===== src/rtl/decimal_entry_converter_pkg.sv =====
// Shared types and constants for the signed three-digit BCD entry converter.
// Also holds the range/saturation rule applied to the finished binary magnitude.
package decimal_entry_converter_pkg;

  typedef enum logic [1:0] {
    IDLE   = 2'd0,
    SHIFT  = 2'd1,
    FINISH = 2'd2
  } state_t;

  localparam int unsigned ITER_DEFAULT    = 12;
  localparam logic [3:0]  BCD_MAX         = 4'd9;
  localparam logic [11:0] NUM_POS_MAX     = 12'd127;
  localparam logic [11:0] NUM_NEG_MAG_MAX = 12'd128;
  localparam logic [7:0]  SAT_POS         = 8'h7F;
  localparam logic [7:0]  SAT_NEG         = 8'h80;

  typedef struct packed {
    logic [7:0] num;
    logic       err;
  } result_t;

  function automatic logic digit_invalid(input logic [3:0] d);
    return d > BCD_MAX;
  endfunction

  // The range check sees the full 12-bit magnitude; only in-range values are narrowed.
  function automatic result_t saturate(input logic neg, input logic inv, input logic [11:0] mag);
    result_t r;
    r.num = 8'h00;
    r.err = 1'b0;
    if (inv) begin
      r.err = 1'b1;
    end else if (!neg) begin
      if (mag > NUM_POS_MAX) begin
        r.num = SAT_POS;
        r.err = 1'b1;
      end else begin
        r.num = mag[7:0];
      end
    end else begin
      if (mag > NUM_NEG_MAG_MAX) begin
        r.num = SAT_NEG;
        r.err = 1'b1;
      end else begin
        r.num = 8'h00 - mag[7:0];
      end
    end
    return r;
  endfunction

endpackage


===== src/rtl/decimal_entry_converter_bcd_digit_sub3.sv =====
// Reverse double-dabble correction for one BCD digit: subtract 3 when the digit is >= 8.
module bcd_digit_sub3 (
  input  logic [3:0] din,
  output logic [3:0] dout
);

  always_comb begin
    dout = din;
    if (din >= 4'd8) begin
      dout = din - 4'd3;
    end
  end

endmodule


===== src/rtl/decimal_entry_converter.sv =====
// Converts a signed three-digit BCD entry to an 8-bit two's-complement value with
// saturation and error flag; fixed latency of ITER+1 cycles after the start edge.
module decimal_entry_converter
  import decimal_entry_converter_pkg::*;
#(
  parameter int unsigned ITER = ITER_DEFAULT
) (
  input  logic       clk,
  input  logic       rst,
  input  logic       start,
  input  logic       neg,
  input  logic [3:0] hundreds,
  input  logic [3:0] tens,
  input  logic [3:0] ones,
  output logic       busy,
  output logic       done,
  output logic [7:0] num,
  output logic       err
);

  localparam int unsigned CntW = $clog2(ITER + 1);

  state_t          state;
  logic [CntW-1:0] cnt;
  logic [11:0]     bcd;
  logic [11:0]     bin;
  logic            neg_q;
  logic            inv_q;

  logic [23:0]     shifted;
  logic [11:0]     bcd_adj;
  result_t         res;

  assign shifted = {bcd, bin} >> 1;

  bcd_digit_sub3 u_sub3_ones (
    .din  (shifted[15:12]),
    .dout (bcd_adj[3:0])
  );

  bcd_digit_sub3 u_sub3_tens (
    .din  (shifted[19:16]),
    .dout (bcd_adj[7:4])
  );

  bcd_digit_sub3 u_sub3_hundreds (
    .din  (shifted[23:20]),
    .dout (bcd_adj[11:8])
  );

  assign res = saturate(neg_q, inv_q, bin);

  always_ff @(posedge clk or posedge rst) begin
    if (rst) begin
      state <= IDLE;
      cnt   <= '0;
      bcd   <= '0;
      bin   <= '0;
      neg_q <= 1'b0;
      inv_q <= 1'b0;
      busy  <= 1'b0;
      done  <= 1'b0;
      num   <= 8'h00;
      err   <= 1'b0;
    end else begin
      done <= 1'b0;
      unique case (state)
        IDLE: begin
          if (start) begin
            bcd   <= {hundreds, tens, ones};
            bin   <= '0;
            neg_q <= neg;
            inv_q <= digit_invalid(hundreds) | digit_invalid(tens) | digit_invalid(ones);
            cnt   <= CntW'(ITER);
            busy  <= 1'b1;
            state <= SHIFT;
          end
        end
        SHIFT: begin
          bcd <= bcd_adj;
          bin <= shifted[11:0];
          cnt <= cnt - 1'b1;
          // Leave after the ITER-th shift, i.e. as the counter steps to zero.
          if (cnt == CntW'(1)) begin
            state <= FINISH;
          end
        end
        FINISH: begin
          num   <= res.num;
          err   <= res.err;
          done  <= 1'b1;
          busy  <= 1'b0;
          state <= IDLE;
        end
        default: state <= IDLE;
      endcase
    end
  end

endmodule

===== config.mk =====
export PLATFORM = sky130hd
export DESIGN_NAME = decimal_entry_converter
export DESIGN_NICKNAME = d
export VERILOG_FILES = /design/src/rtl/decimal_entry_converter_pkg.sv /design/src/rtl/decimal_entry_converter_bcd_digit_sub3.sv /design/src/rtl/decimal_entry_converter.sv
export SDC_FILE = /design/constraint.sdc
export NUM_CORES = 1
export LEC_CHECK = 0
export ABC_AREA = 1
export CORE_UTILIZATION = 55
export CTS_CLUSTER_DIAMETER = 100
export DETAILED_ROUTE_END_ITERATION = 7
export PLACE_DENSITY = 0.79
export REMOVE_ABC_BUFFERS = 1
export SYNTH_ARGS = -nofsm -noshare
export SYNTH_HDL_FRONTEND = slang
export SYNTH_SLANG_ARGS = --single-unit

===== constraint.sdc =====
create_clock -name clk -period 1.8 [get_ports clk]
set_clock_uncertainty 0.05 [all_clocks]
set_input_delay 0.36 -clock clk [delete_from_list [all_inputs] [get_ports clk]]
set_output_delay 0.36 -clock clk [all_outputs]
set_load 0.02 [all_outputs]

==> flow_summary_export.csv <==
group,metric,value,unit
worst_setup_path,cp.required,1.39,ns
layout,diodes,0,
sta,tightest_slew,0.360,ns
worst_setup_path,path_depth,1,
sta,hold-worst-slack,0.363,ns
sta,min_period,1.66,ns
flow_run,drv_cap,0,
sta,hold_viol_final,0,
grt,gr-total-overflow,0,
place,dp_hpwl,3.01,mm
worst_setup_path,cp_slowest_stage_delay,0.60,ns
clock_tree,cts_hold_buf,0,
sta,timing.final.crit_share,92.4,%
grt,globalRouteTotalUtil,21.9,%
worst_setup_path,crit_buf_inv,1,
worst_setup_path,r2r_slack,0.25,ns
sta,maxSlewHeadroom,76.0,%
clock_tree,h-tree-depth,2,
pwr,p_total,4.76,mW
floorplanning,start_util,59.6,%
yosys,ys_ff_latch,43,
yosys,syn_inst,268,
drt,first_pass_iters,4,
yosys,syn_avg_cell_area,8.45,um^2
floorplanning,io_pins,27,
clock_tree,path_clk_slew,0.08,ns
hold_path,hp-class,"primary input to async pin",
grt,antenna_found_initial,0,
drt,wl_per_cell,12.0,um
place,dpl_cell_area,0.00255,mm^2
drt,ant_nets,0,
pwr,vdd_drop_max,1.15,mV
layout,syn_to_final_growth,16.6,%
grt,grt_use_met3,4.66,%
yosys,synth_area,0.00226,mm^2
yosys,yosysSeqAreaShare,47.5,%
floorplanning,dieWidth,66.2,um
clock_tree,clk_path_buf_depth,2,
sta,drv_slew,0,
grt,use_met1,26.3,%
sta,tns,0,ns
yosys,ys_types,35,
floorplanning,rows,22,
worst_setup_path,slowest_stage,"clkdlybuf4s50_1",
worst_setup_path,cp_top_family,"buffers and inverters",
layout,layout_commonest_cell,"nand2_1",
floorplanning,core,0.00380,mm^2
worst_setup_path,worst_ep_arrival_time,1.25,ns
drt,drc,0,
yosys,synth_warnings,0,
place,gp_congestion,0.902,
grt,use_met2,38.6,%
drt,vias_per_cell,5.24,
yosys,synth_edf_count,0,
layout,final_area,0.00264,mm^2
yosys,synthArstFlopShare,100,%
clock_tree,worstSkewPairLatency,0.29,ns
drt,drt_iter0_markers,100,
sta,rsz0062_at_grt,"no",
worst_setup_path,start_kind,"flip-flop",
status,outcome,"complete, no violations",
place,portBuffers,26,
clock_tree,cts_tree,"done",
grt,busiest_layer,"met2",
worst_setup_path,ff2ff_path_depth,9,
clock_tree,cts_setup_buffers,0,
clock_tree,cts.repair.resized,0,
clock_tree,cts_root_buf,"clkbuf_8",
pwr,powerDensity,1810,mW/mm^2
worst_setup_path,path_max_fanout,2,
layout,drive_above_1_share,10.5,%
worst_setup_path,critical_path.cell_chain,"clkdlybuf4s50_1",
clock_tree,clkSinkCount,43,
grt,grt_pass1_vias,1724,
clock_tree,cts_buffers,5,
floorplanning,dieArea,0.00438,mm^2
floorplanning,fp.dieH,66.2,um
layout,layout.nets,319,
sta,fmax,0.601,GHz
sta,final-setup-viol-count,0,
layout,final_cell_mix,"65 x nand2_1, 43 x dfrtp_1, 34 x inv_1, 26 x clkdlybuf4s50_1",
drt,routed_wl,4.14,mm
yosys,yosys_most_used_dff,"dfrtp_1",
drt,num_vias,1801,
worst_setup_path,critPathKind,"flip-flop to output port",
grt,grt_first_pass_wirelength,7.24,mm
pwr,leakagePower,1.29,nW
grt,grt_max_degree,44,
worst_setup_path,worstSetupEndpointType,"output port",
-- through the flow --
stage / setup WS (ns) / instances / util, %
global route: 0.0735 / 344 / 69.5
finish: 0.137 / 344 / 69.5
CTS: 0.128 / 344 / 69.5
detailed placement: 0.123 / 337 / 67.2
floorplan: 0.387 / 260 / -
global placement: 0.154 / 337 / 67.2
-- synthesized netlist by cell type, drive strengths merged (2+ instances only) --
| cell type | count | area [um^2] |
|---|---|---|
| inv | 38 | 143 |
| nand4 | 2 | 18.8 |
| o21ai | 21 | 109 |
| nand3 | 22 | 128 |
| buf | 8 | 67.6 |
| o211ai | 5 | 52.6 |
| o22ai | 14 | 93.8 |
| dfrtp | 43 | 1080 |
| nor2 | 22 | 92.6 |
| nand2 | 69 | 279 |
| a21oi | 8 | 40.0 |
| ha | 7 | 87.6 |
-- state kept, by name, summed over array words and instances (netlist names) --
name   count
bcd       12
cnt        4
neg_q      1
busy       1
bin       12
num        8
done       1
state      2
err        1
inv_q      1
-- power breakdown --
part	switching, mW	internal, mW	total, mW
Sequential	0.318	1.39	1.71
Combinational	1.46	0.967	2.43
Clock	0.321	0.301	0.622
-- layer usage --
layer	vias up	routed length [um]
met5	-	0
met4	0	65
met3	7	157
met2	42	2030
met1	823	1890
li1	929	-
-- path summary, 6_finish.rpt --
kind / start / end
min in group clk: busy$_DFFE_PP0P_ / busy$_DFFE_PP0P_
setup reg to reg: bin[1]$_DFFE_PP0P_ / num[7]$_DFFE_PP0P_
max in group asynchronous: rst / bcd[2]$_DFFE_PP0P_
setup / recovery: num[1]$_DFFE_PP0P_ / num[1]
hold reg to reg: busy$_DFFE_PP0P_ / busy$_DFFE_PP0P_
hold / removal: rst / num[7]$_DFFE_PP0P_
-- final cells by class --
class	count	area, um^2
sequential	43	1080
clock buffer	6	82.6
clock inverter	1	5.00
tap	48	60.1
multi-input combinational	179	977
timing repair buffer	29	295
fill	329	1160
inverter	38	143
-- logic make-up (layout without fill, tap and decap cells) --
| group | after synthesis | after routing | synth area share (%) |
|---|---|---|---|
| and+or+nand+nor | 117 | 117 | 23.4 |
| AOI/OAI and AO/OA | 54 | 54 | 15.5 |
| buffers and inverters | 46 | 74 | 9.29 |
| DFF | 43 | 43 | 47.5 |
| adders and majority gates | 7 | 7 | 3.87 |
| xor gates and xnor gates | 1 | 1 | 0.387 |
Power figures use the tool's default switching activity.
